## src/rtl/sparhixcel_pkg.sv

```systemverilog
// Shared definitions for the weight-memory fill path: parameter defaults,
// the writer state encoding and the stream checksum helper.
package sparhixcel_pkg;

    localparam int DEFAULT_N_ROWS_ARRAY = 16;
    localparam int DEFAULT_F_WIDTH      = 8;
    localparam int DEFAULT_ADDR_WIDTH   = 16;
    localparam int CHECKSUM_WIDTH       = 16;

    typedef enum logic [1:0] {
        IDLE  = 2'd0,
        FILL  = 2'd1,
        WRITE = 2'd2,
        DONE  = 2'd3
    } writer_state_t;

    // Running byte sum, wraps modulo 2^CHECKSUM_WIDTH.
    function automatic logic [CHECKSUM_WIDTH-1:0] checksum_add(
        input logic [CHECKSUM_WIDTH-1:0] sum,
        input logic [CHECKSUM_WIDTH-1:0] addend
    );
        checksum_add = sum + addend;
    endfunction

endpackage

```

## src/rtl/weight_lane_packer.sv

```systemverilog
// Collects byte-serial weights into one N_ROWS_ARRAY-lane row word; lanes not
// reached before a clear or the session's last byte stay zero.
module weight_lane_packer
    import sparhixcel_pkg::*;
#(
    parameter int N_ROWS_ARRAY = DEFAULT_N_ROWS_ARRAY,
    parameter int F_WIDTH      = DEFAULT_F_WIDTH
)(
    input  logic                            clk_i,
    input  logic                            rd_weight_rst,
    input  logic                            i_clear,
    input  logic                            i_capture,
    input  logic [F_WIDTH-1:0]              i_data,
    input  logic                            i_last,
    output logic [N_ROWS_ARRAY*F_WIDTH-1:0] o_word,
    output logic                            o_word_done
);

    localparam int IDX_W = (N_ROWS_ARRAY > 1) ? $clog2(N_ROWS_ARRAY) : 1;
    localparam logic [IDX_W-1:0] LAST_IDX = IDX_W'(N_ROWS_ARRAY - 1);

    logic [N_ROWS_ARRAY*F_WIDTH-1:0] r_word;
    logic [IDX_W-1:0]                r_lane_idx;

    // Lane buffer and write index; clear takes priority over a capture.
    always_ff @(posedge clk_i or posedge rd_weight_rst) begin
        if (rd_weight_rst) begin
            r_word     <= '0;
            r_lane_idx <= '0;
        end else if (i_clear) begin
            r_word     <= '0;
            r_lane_idx <= '0;
        end else if (i_capture) begin
            for (int k = 0; k < N_ROWS_ARRAY; k++) begin
                if (r_lane_idx == IDX_W'(k)) begin
                    r_word[k*F_WIDTH +: F_WIDTH] <= i_data;
                end
            end
            r_lane_idx <= (r_lane_idx == LAST_IDX) ? '0 : r_lane_idx + IDX_W'(1);
        end
    end

    assign o_word      = r_word;
    assign o_word_done = i_capture & ((r_lane_idx == LAST_IDX) | i_last);

endmodule

```

## src/rtl/weight_mem_writer.sv

```systemverilog
// Packs a byte-serial weight stream into row words and writes them to the
// weight memory, deferring each write while the array reads weights.
// Optional build macro WEIGHT_WRITER_CHECKSUM_EN adds a per-session checksum_o.
module weight_mem_writer
    import sparhixcel_pkg::*;
#(
    parameter int N_ROWS_ARRAY = DEFAULT_N_ROWS_ARRAY,
    parameter int F_WIDTH      = DEFAULT_F_WIDTH,
    parameter int ADDR_WIDTH   = DEFAULT_ADDR_WIDTH
)(
    input  logic                            clk_i,
    input  logic                            rd_weight_rst,
    input  logic                            start_i,
    input  logic [ADDR_WIDTH-1:0]           start_addr_i,
    input  logic [F_WIDTH-1:0]              s_weight_data_i,
    input  logic                            s_weight_valid_i,
    input  logic                            s_weight_last_i,
    output logic                            s_weight_ready_o,
    input  logic                            rd_weight_ld_i,
    output logic [N_ROWS_ARRAY*F_WIDTH-1:0] mem2_data_o,
    output logic [ADDR_WIDTH-1:0]           wr_addrs_mem2_o,
    output logic                            wr_mem2_ld_o,
    output logic                            busy_o,
    output logic                            done_o,
`ifdef WEIGHT_WRITER_CHECKSUM_EN
    output logic [CHECKSUM_WIDTH-1:0]       checksum_o,
`endif
    output logic [ADDR_WIDTH-1:0]           words_written_o
);

    writer_state_t                   r_state;
    writer_state_t                   w_next_state;
    logic                            r_ready;
    logic                            r_busy;
    logic                            r_done;
    logic                            r_word_last;
    logic [ADDR_WIDTH-1:0]           r_addr;
    logic [ADDR_WIDTH-1:0]           r_words;
    logic                            w_start;
    logic                            w_accept;
    logic                            w_word_done;
    logic                            w_wr_ld;
    logic                            w_clear;
    logic [N_ROWS_ARRAY*F_WIDTH-1:0] w_word;

    assign w_start  = (r_state == IDLE) & start_i;
    assign w_accept = r_ready & s_weight_valid_i;
    assign w_clear  = w_start | w_wr_ld;

    weight_lane_packer #(
        .N_ROWS_ARRAY (N_ROWS_ARRAY),
        .F_WIDTH      (F_WIDTH)
    ) u_packer (
        .clk_i        (clk_i),
        .rd_weight_rst(rd_weight_rst),
        .i_clear      (w_clear),
        .i_capture    (w_accept),
        .i_data       (s_weight_data_i),
        .i_last       (s_weight_last_i),
        .o_word       (w_word),
        .o_word_done  (w_word_done)
    );

    // State register.
    always_ff @(posedge clk_i or posedge rd_weight_rst) begin
        if (rd_weight_rst) begin
            r_state <= IDLE;
        end else begin
            r_state <= w_next_state;
        end
    end

    // Next state; the strobe is the WRITE state qualified by the array's read
    // window so a deferred word issues in the first free cycle.
    always_comb begin
        w_next_state = r_state;
        w_wr_ld      = 1'b0;
        case (r_state)
            IDLE: begin
                if (start_i) w_next_state = FILL;
                else         w_next_state = IDLE;
            end
            FILL: begin
                if (w_word_done) w_next_state = WRITE;
                else             w_next_state = FILL;
            end
            WRITE: begin
                if (!rd_weight_ld_i) begin
                    w_wr_ld      = 1'b1;
                    w_next_state = r_word_last ? DONE : FILL;
                end else begin
                    w_next_state = WRITE;
                end
            end
            DONE: begin
                w_next_state = IDLE;
            end
            default: begin
                w_next_state = IDLE;
            end
        endcase
    end

    // Status outputs registered from the next state so they align with it.
    always_ff @(posedge clk_i or posedge rd_weight_rst) begin
        if (rd_weight_rst) begin
            r_ready <= 1'b0;
            r_busy  <= 1'b0;
            r_done  <= 1'b0;
        end else begin
            r_ready <= (w_next_state == FILL);
            r_busy  <= (w_next_state != IDLE);
            r_done  <= (w_next_state == DONE);
        end
    end

    // Address pointer, word counter and the last-word marker.
    always_ff @(posedge clk_i or posedge rd_weight_rst) begin
        if (rd_weight_rst) begin
            r_addr      <= '0;
            r_words     <= '0;
            r_word_last <= 1'b0;
        end else if (w_start) begin
            r_addr      <= start_addr_i;
            r_words     <= '0;
            r_word_last <= 1'b0;
        end else begin
            if (w_wr_ld) begin
                r_addr  <= r_addr + ADDR_WIDTH'(1);
                r_words <= r_words + ADDR_WIDTH'(1);
            end
            if (w_word_done) begin
                r_word_last <= s_weight_last_i;
            end
        end
    end

`ifdef WEIGHT_WRITER_CHECKSUM_EN
    logic [CHECKSUM_WIDTH-1:0] r_checksum;

    // Unsigned byte sum over the session.
    always_ff @(posedge clk_i or posedge rd_weight_rst) begin
        if (rd_weight_rst) begin
            r_checksum <= '0;
        end else if (w_start) begin
            r_checksum <= '0;
        end else if (w_accept) begin
            r_checksum <= checksum_add(r_checksum, CHECKSUM_WIDTH'(s_weight_data_i));
        end
    end

    assign checksum_o = r_checksum;
`endif

    assign s_weight_ready_o = r_ready;
    assign busy_o           = r_busy;
    assign done_o           = r_done;
    assign mem2_data_o      = w_word;
    assign wr_addrs_mem2_o  = r_addr;
    assign wr_mem2_ld_o     = w_wr_ld;
    assign words_written_o  = r_words;

endmodule
```

## config.mk

```make
export PLATFORM = sky130hd
export DESIGN_NAME = weight_mem_writer
export DESIGN_NICKNAME = d
export VERILOG_FILES = /design/src/rtl/sparhixcel_pkg.sv /design/src/rtl/weight_lane_packer.sv /design/src/rtl/weight_mem_writer.sv
export SDC_FILE = /design/constraint.sdc
export NUM_CORES = 1
export LEC_CHECK = 0
export BUFFER_PORTS_ARGS = -buffer_cell sky130_fd_sc_hd__clkbuf_2
export CORE_ASPECT_RATIO = 0.6
export CORE_MARGIN = 2
export CORE_UTILIZATION = 55
export CTS_BUF_LIST = sky130_fd_sc_hd__clkbuf_8
export DETAILED_ROUTE_END_ITERATION = 6
export PLACE_DENSITY = 0.9
export SYNTH_ARGS = -nofsm -noshare
export SYNTH_HDL_FRONTEND = slang
export SYNTH_SLANG_ARGS = --single-unit
```

## constraint.sdc

```tcl
create_clock -name clk_i -period 6.74 [get_ports clk_i]
set_input_delay 0.337 -clock clk_i [delete_from_list [all_inputs] [get_ports clk_i]]
set_output_delay 0.337 -clock clk_i [all_outputs]
set_load 0.05 [all_outputs]
```

==> flow_summary_export.csv <==
group,metric,value,unit
run_status,status,"completed",
sta,tightest_slew,1.00,ns
die,ios,194,
sta,slew_headroom,33.0,%
detailed_routing,dr.pass1.iters,5,
sta,rsz0062_at_grt,"no",
critical_path,critPathArrivalTime,2.41,ns
grt,grt_pass1_vias,5725,
detailed_routing,vias,5831,
flow_run,drv_cap,0,
detailed_routing,antenna_left,0,
critical_path,critPathMaxFanout,15,
synthesis,synth_most_common_cell,"dfrtp_1",
sta,finalMaxSlewViolations,0,
placement,place_congestion,0.934,
finish,nNetsFinal,905,
critical_path,startpoint_type,"flip-flop",
detailed_routing,vias_per_cell,5.54,
cts,post-cts-setup-buffers,0,
finish,final_area,8950,µm²
sta,setup-tns-final,0,ns
synthesis,synth-edff-count,0,
synthesis,post-synth-top-area-cell,"dfrtp_1",
detailed_routing,drt_iter0_drc,480,
cts,clk_latency,0.45,ns
sta,setup_viol,0,
cts,cts_resized,0,
sta,finalCritPeriodShare,40.7,%
critical_path,r2r_end,"wr_addrs_mem2_o[11]",
placement,hpwl,13000,µm
synthesis,postSynth.asyncResetShare,100,%
die,initial_utilization,57.3,%
critical_path,path_class,"reg2out",
critical_path,reg2reg_depth,5,
critical_path,crit_end,"wr_mem2_ld_o",
critical_path,r2r_start,"r_state[1]",
synthesis,ys_ff_latch,170,
synthesis,yosysSeqAreaShare,56.7,%
synthesis,syn_inst,692,
synthesis,yosysWarnings,0,
die,dieArea,14600,µm²
grt,grt.total_usage,27.1,%
synthesis,ys_top_cells_by_count,"dfrtp_1, nor2_1, mux2i_1, nand2_1, clkbuf_1",
sta,timing.fmax,364,MHz
finish,fillers,1010,
cts,htreeDepth,4,
die,die_w,155,µm
sta,fin_crit,2.74,ns
finish,drive_gt1_share,28.1,%
power_and_ir_drop,leakagePower,0.00453,µW
synthesis,synth-main-ff-cell,"dfrtp_1",
placement,io_buffer_count,193,
grt,antenna_found_initial,0,
critical_path,worstPathRequired,6.40,ns
sta,skew,0.0238,ns
synthesis,netlist.area_leader.share,56.7,%
detailed_routing,post_drt_wl_per_cell,18.1,µm
cts,path_clk_slew,0.10,ns
power_and_ir_drop,peakVddDrop,0.224,mV
detailed_routing,drc,0,
synthesis,synth_cell_type_count,43,
critical_path,setup.worst_path.start,"r_state[1]",
sta,hold_viol,0,
detailed_routing,wirelength,19000,µm
grt,overflow,0,
cts,numCtsBuffers,17,
cts,cts.sinks,170,
finish,syn_to_final_growth,19.4,%
synthesis,synthTopCellsByArea,"dfrtp_1, mux2i_1, nor2_1, nand2_1, xnor2_1",
critical_path,r2r_slack,4.50,ns
cts,cts_root_buf,"clkbuf_8",
power_and_ir_drop,power.density,352,nW/µm²
min_path,hp-class,"in2async",
synthesis,syn_avg_cell_area,10.8,µm²
cts,tritoncts,"done",
synthesis,synth_fp_nets,728,
die,rows,32,
grt,grt_max_degree,92,
placement,place_area,8550,µm²
cts,ctsHoldBuffers,0,
finish,antennaDiodeCount,0,
grt,grt_pass1_wl,30700,µm
critical_path,end_kind,"output pin",
synthesis,syn_area,7500,µm²
die,die_y,94.4,µm
die,fp.coreArea,13100,µm²
cts,cts_buffer_depth,2,
[per-stage QoR]
stage                     utilization [%]  hold WS, ns  setup slack (ns)  power [µW]  std cells
final                                68.4       0.0305              4.00        3150       1052
after global placement               65.3        0.500              4.58        2390       1020
after CTS                            68.4       0.0423              4.01        3170       1052
after global routing                 68.4       0.0755              3.87        3320       1052
after detailed placement             65.3        0.508              4.50        2420       1020
after floorplan                         -        0.453              1.80        2160        692
[logic make-up (layout without fill, tap and decap cells)]
family,after synthesis,in the layout,share of synthesized area [%]
muxes,123,123,16.4
xor gates and xnor gates,19,19,2.22
DFF,170,170,56.7
buffers and inverters,47,237,2.77
AOI/OAI and AO/OA,56,56,4.37
adders and majority gates,6,6,1.00
and+or+nand+nor,271,271,16.5
[sequential cells by signal (all words and copies together), names as in the netlist]
signal	cells
s_weight_ready_o	1
wr_addrs_mem2_o	16
busy_o	1
r_word_last	1
done_o	1
u_packer.o_word	128
u_packer.r_lane_idx	4
r_state	2
words_written_o	16
[per-layer routing]
| layer | routed length [µm] | vias up | global-route usage [%] |
|---|---|---|---|
| met4 | 174 | 0 | 5.94 |
| met5 | 0 | - | 0 |
| met2 | 8420 | 226 | 41.3 |
| li1 | - | 2708 | - |
| met1 | 8920 | 2880 | 39.3 |
| met3 | 1480 | 17 | 7.57 |
[layout make-up]
class / count / area, µm² / share of cell area [%]
clock buffer: 18 / 248 / 2.77
timing repair buffer: 197 / 996 / 11.1
clock inverter: 14 / 156 / 1.75
sequential: 170 / 4250 / 47.5
tap: 170 / 213 / 2.38
multi-input combinational: 475 / 3050 / 34.1
inverter: 8 / 35.0 / 0.391
[power breakdown]
part	switching (µW)	leakage [µW]	internal (µW)
Clock	396	0.000205	348
Combinational	842	0.00202	257
Sequential	152	0.00231	1160
Total	1390	0.00453	1760
[cells in the final DEF, fill, tap and decap left out, types with 4 or more instances in the layout]
cell type  synthesis  layout
clkbuf_2           0     193
dfrtp_1          170     170
nor2_1           141     140
mux2i_1          123     123
nand2_1           43      43
nand3_1           20      20
o21ai_0           19      19
a21oi_1           19      19
clkbuf_8           0      18
xnor2_1           13      13
nor4_1            12      12
nor2_2            11      11
inv_1              8       8
or3_1              7       7
inv_6              0       7
nor3_1             6       6
nand4_1            6       6
xor2_1             6       6
ha_1               6       6
nand2b_1           5       5
buf_4              0       4
[how the worst min path moves through the flow]
stage | startpoint | endpoint | slack (ns) | cells past startpoint
final | rd_weight_rst | wr_addrs_mem2_o[0] | 0.03 | 2
after global routing | rd_weight_rst | wr_addrs_mem2_o[10] | 0.08 | 2
after CTS | rd_weight_rst | wr_addrs_mem2_o[10] | 0.04 | 2
after detailed placement | u_packer.o_word[79] | u_packer.o_word[79] | 0.51 | 2
after global placement | u_packer.o_word[56] | u_packer.o_word[56] | 0.50 | 2
after floorplan | start_addr_i[15] | wr_addrs_mem2_o[15] | 0.45 | 2
[worst max-delay path, stage by stage (launching register included)]
cell and delay, ns:
dfrtp_1 0.57, or3b_1 0.60, inv_1 0.44, clkbuf_2 0.36
Note: power is estimated with default switching activity, not from simulation.
